==> config.mk <==
export PLATFORM = sky130hd
export DESIGN_NAME = rsa_result_writer
export DESIGN_NICKNAME = d
export VERILOG_FILES = /design/src/rtl/rsa_pkg.sv /design/src/rtl/rsa_result_writer.sv
export SDC_FILE = /design/constraint.sdc
export NUM_CORES = 2
export LEC_CHECK = 0
export BUFFER_PORTS_ARGS = -buffer_cell sky130_fd_sc_hd__buf_2
export CAP_MARGIN = 20
export CORE_AREA = 2 2 459 461
export CTS_CLUSTER_SIZE = 12
export DETAILED_ROUTE_END_ITERATION = 7
export DIE_AREA = 0 0 461 463
export GPL_TIMING_DRIVEN = 0
export SLEW_MARGIN = 0
export SYNTH_ARGS = -nofsm -noshare
export SYNTH_HDL_FRONTEND = slang
export SYNTH_SLANG_ARGS = --single-unit
==> constraint.sdc <==
create_clock -name iSys_clk -period 3.52 [get_ports iSys_clk]
set_clock_uncertainty 0.1 [all_clocks]
set_input_delay 0.704 -clock iSys_clk [delete_from_list [all_inputs] [get_ports iSys_clk]]
set_output_delay 0.704 -clock iSys_clk [all_outputs]
set_load 0.005 [all_outputs]
==> src/rtl/rsa_pkg.sv <==
// Shared constants and FSM state encoding for the RSA result write-back path.
package rsa_pkg;

  localparam int RSA_WIDTH  = 1024;
  localparam int WORD_WIDTH = 32;
  localparam int RSA_WORDS  = 32;

  typedef logic [1:0] rsa_state_t;

  localparam rsa_state_t ST_IDLE  = 2'd0;
  localparam rsa_state_t ST_LOAD  = 2'd1;
  localparam rsa_state_t ST_WRITE = 2'd2;
  localparam rsa_state_t ST_DONE  = 2'd3;

endpackage

==> src/rtl/rsa_result_writer.sv <==
// Streams a latched 1024-bit RSA result out as NUM_WORDS consecutive Avalon-MM
// word writes, then raises a sticky done flag and a level interrupt.
module rsa_result_writer
  import rsa_pkg::*;
#(
  parameter int NUM_WORDS   = 32,
  parameter int ADDR_STRIDE = 4
) (
  input  logic                 iSys_clk,
  input  logic                 iRstn,
  input  logic                 iClear,
  input  logic                 iStart,
  input  logic [31:0]          iBase_Address,
  input  logic [RSA_WIDTH-1:0] iResult,
  input  logic                 iIrq_Ack,
  input  logic                 iWaitRequest,
  output logic [31:0]          oAddress,
  output logic [31:0]          oWriteData,
  output logic                 oWrite,
  output logic                 oBusy,
  output logic                 oDone,
  output logic                 oIrq,
  output logic [31:0]          oCycles,
  output rsa_state_t           oState
);

  localparam int               CNT_W     = 6;
  localparam logic [CNT_W-1:0] LAST_WORD = CNT_W'(NUM_WORDS - 1);

  rsa_state_t           state;
  logic [RSA_WIDTH-1:0] shift_q;
  logic [CNT_W-1:0]     word_cnt;
  logic                 accept;
  logic                 last_word;

  // Avalon-MM write handshake: a word is transferred on a rising edge where
  // oWrite=1 and iWaitRequest=0; while iWaitRequest=1 the master holds
  // oWrite, oAddress and oWriteData unchanged.
  assign accept    = (state == ST_WRITE) && !iWaitRequest;
  assign last_word = (word_cnt == LAST_WORD);
  assign oBusy     = (state == ST_LOAD) || (state == ST_WRITE);
  assign oState    = state;

  always_ff @(posedge iSys_clk or negedge iRstn) begin
    if (!iRstn) begin
      state      <= ST_IDLE;
      shift_q    <= '0;
      word_cnt   <= '0;
      oAddress   <= '0;
      oWriteData <= '0;
      oWrite     <= 1'b0;
      oDone      <= 1'b0;
      oIrq       <= 1'b0;
      oCycles    <= '0;
    end else if (iClear) begin
      // Abandons any in-flight write, even one stalled by wait request.
      state    <= ST_IDLE;
      oWrite   <= 1'b0;
      oDone    <= 1'b0;
      oIrq     <= 1'b0;
      oCycles  <= '0;
      word_cnt <= '0;
    end else begin
      if (accept && last_word) begin
        oIrq <= 1'b1;
      end else if (iIrq_Ack) begin
        oIrq <= 1'b0;
      end

      case (state)
        ST_IDLE: begin
          if (iStart) begin
            state    <= ST_LOAD;
            shift_q  <= iResult;
            oAddress <= iBase_Address;
            word_cnt <= '0;
            oCycles  <= '0;
            oDone    <= 1'b0;
          end
        end
        ST_LOAD: begin
          state      <= ST_WRITE;
          oWriteData <= shift_q[WORD_WIDTH-1:0];
          oWrite     <= 1'b1;
        end
        ST_WRITE: begin
          oCycles <= oCycles + 32'd1;
          if (!iWaitRequest) begin
            if (last_word) begin
              state  <= ST_DONE;
              oWrite <= 1'b0;
              oDone  <= 1'b1;
            end else begin
              // Next word is presented on the same edge the current one is taken.
              shift_q    <= shift_q >> WORD_WIDTH;
              oWriteData <= shift_q[2*WORD_WIDTH-1:WORD_WIDTH];
              oAddress   <= oAddress + 32'(ADDR_STRIDE);
              word_cnt   <= word_cnt + 1'b1;
            end
          end
        end
        ST_DONE: begin
          if (!iStart) begin
            state <= ST_IDLE;
          end
        end
        default: state <= ST_IDLE;
      endcase
    end
  end

endmodule

==> impl_metrics.toml <==
[global_route]
grt_pass1_wl_um = 326000
grt.total_usage_pct = 21.1
antenna_found_initial = 169
grt_max_degree = 166
grt_pass1_vias = 45336
overflow = 0

[clock_network]
clock-root-buffer = "clkbuf_16"
clk_latency_ns = 0.78
clk_pin_slew_worst_paths_ns = 0.06
cts.sinks = 1131
cts_tree = "built"
cts.htree.levels = 4
clk_path_buf_depth = 3
cts_buffers = 135

[setup_path]
r2r_end = "shift_q[499]"
endpoint = "shift_q[499]"
critPathMaxFanout = 11
r2r_cells = 8
r2r-start = "oState[0]"
path_class = "flip-flop to flip-flop"
worstPathArrival_ns = 3.93
cp-startpoint = "oState[0]"
reg2reg_slack_ns = 0.13
required_ns = 4.06
worstSetupStartpointType = "flip-flop"
end_kind = "flip-flop"

[routing]
ant_nets = 0
wl_per_cell_um = 25.0
num_vias = 45152
route.met2.wl_um = 108000
via_per_inst = 4.84
drc_errors = 0
wl_met1_um = 94700
first_pass_iters = 6
dr_wl_met3_um = 20100
drt-initial-drc-count = 3790
top_layer_used = "met5"
wl_um = 233000

[die]
die_w_um = 461
die_y_um = 463
core_sq_um = 209000
ios = 1164
dieArea_sq_um = 213000
num_rows = 168
initial_utilization_pct = 24.8

[final_layout]
nFillCells = 21791
final_common_cell = "buf_2"
final_cell_mix = "buf_2, dfrtp_1, o21ai_0"
multiInputGateArea_sq_um = 21800
areaGrowthSynthToFinish_pct = 28.8
regArea_sq_um = 28300
final_layout_size_suffix_gt1_share_pct = 24.4
nNetsFinal = 7414

[synth]
synth-compound-area-share_pct = 11.9
async_flop_share_pct = 100
synthXorXnorAreaFrac_pct = 0.288
synth_top_family_by_area = "multiplexers"
synth_adder_area_share_pct = 0.170
synth_mux_area_share_pct = 20.1
synth_ff_type = "dfrtp_1"
syn_inst = 5000
synthSimpleGateAreaFrac_pct = 9.81
yosys_warnings = 0
ys_seq_elements = 1131
ys_seq_area_share_pct = 54.8
synth_cell_types = 46
synth_edf_count = 0
synth_fp_nets = 6069
synth.area.top_cells = "dfrtp_1, mux2i_1, o21ai_0, nand2_1, clkbuf_1"
syn_avg_cell_area_sq_um = 10.3
synth_top_cell_by_area = "dfrtp_1"
yosysTopAreaCellShare_pct = 54.8
synthesis.area_sq_um = 51700

[power]
vdd_drop_max_mv = 0.470
leakage_nw = 29.2
power.density_nw_per_um2 = 837

[placed_design]
numPortBuffers = 1163
hpwl_um = 189000
place.gp.congestion = 0.948

[run]
drv_cap = 0

[sta]
setup_tns_ns = 0
grt_setup_unrepaired = "yes"
period_needed_ns = 3.39
slew_viol_final = 0
worst_slew_pin_slew_ns = 1.17
fin_crit_sh_pct = 96.3
setup_viol = 0
finalHoldViolations = 0
relSlewSlack_pct = 22.1
timing.fmax_mhz = 295
worst_hold_slack_ns = 0.0792

[outcome]
status = "finished, final reports clean"

[min_path]
hold_path.class = "primary input to flip-flop"
==> where the power goes <==
group          internal (W)  total (W)  switching, W
clock network       0.00844     0.0145       0.00602
logic               0.00672     0.0177        0.0109
registers            0.0190     0.0236       0.00458
==> worst min-delay path by stage <==
stage,start,endpoint,slack (ns),cells past startpoint
floorplan,iRstn,oAddress[0],0.31,0
global placement,shift_q[651],shift_q[651],0.36,2
detailed placement,shift_q[5],shift_q[5],0.37,2
CTS,iResult[994],shift_q[994],0.0004,2
global route,iResult[994],shift_q[994],0.01,2
finish,iResult[994],shift_q[994],0.08,2
==> area by class of cell <==
class | count | share of cell area [%]
multi-input cells | 3489 | 32.8
clock buffers | 194 | 5.92
inverters | 8 | 0.0451
diodes | 78 | 0.293
plain buffers | 372 | 2.49
clock inverters | 48 | 0.918
well taps | 2805 | 5.27
flip-flops and latches | 1131 | 42.5
repair buffers | 1208 | 9.70
==> metrics by stage <==
stage	total power [W]	util [%]	area [sq um]	instances	setup WS (ns)
2_1_floorplan	0.0330	-	51700	5000	0.968
3_3_place_gp	0.0406	29.2	61000	8968	-23.81
3_5_place_dp	0.0413	29.4	61200	8977	-2.14
4_1_cts	0.0559	31.8	66300	9252	0.00311
5_1_grt	0.0590	31.9	66400	9292	-0.0287
6_report	0.0557	31.9	66500	9333	0.129
==> sequential cells by signal (all words and copies together), names as in the netlist <==
| register | cells |
|---|---|
| oAddress | 32 |
| oCycles | 32 |
| oDone | 1 |
| oIrq | 1 |
| oState | 2 |
| oWrite | 1 |
| oWriteData | 32 |
| shift_q | 1024 |
| word_cnt | 6 |
==> worst max-delay path, cell delays in order, from the launching register on <==
cell and delay [ns]:
dfrtp_2 0.49, inv_1 0.16, ha_1 0.16, buf_2 0.28
buf_6 0.40, clkbuf_1 0.45, clkbuf_1 0.68, mux2i_1 0.38
o21ai_0 0.12
==> Yosys cell counts, drive strengths merged, types with 2 or more instances <==
cell       n
a211oi     7
a21o       4
a21oi     48
a22o      32
a311oi     2
a31oi      2
and2       4
and3      10
and4       4
buf      114
clkbuf   258
dfrtp   1131
ha         7
inv        8
mux2       2
mux2i   1033
nand2   1052
nand2b     6
nand3     32
nand3b     2
nand4     30
nor2      41
nor2b      4
nor3      19
nor4      13
o21ai   1056
o22ai     22
o31ai      6
or2        2
or3       14
or4       11
xnor2      8
xor2       9
==> routing by layer <==
| layer | vias up | GRT usage (%) |
|---|---|---|
| li1 | 20253 | - |
| met1 | 22480 | 25.8 |
| met2 | 1764 | 34.0 |
| met3 | 509 | 6.99 |
| met4 | 146 | 8.20 |
| met5 | - | 0 |
==> cells by family after synthesis <==
logic type,after synthesis
and+or+nand+nor,1246
muxes,1035
buffers and inverters,380
DFF,1131
AOI/OAI and AO/OA,1184
xor gates and xnor gates,17
adders and majority gates,7
==> timing repair <==
item                                    in CTS  in global routing
pin swaps                                    2                  0
gates cloned                                 0                  1
endpoints found under the hold margin      127                  0
setup buffers                                3                  0
hold buffers                                30                  0
resized for setup                           72                 47
endpoints found under the setup margin    1067                412
(Power assumes the default switching activity.)
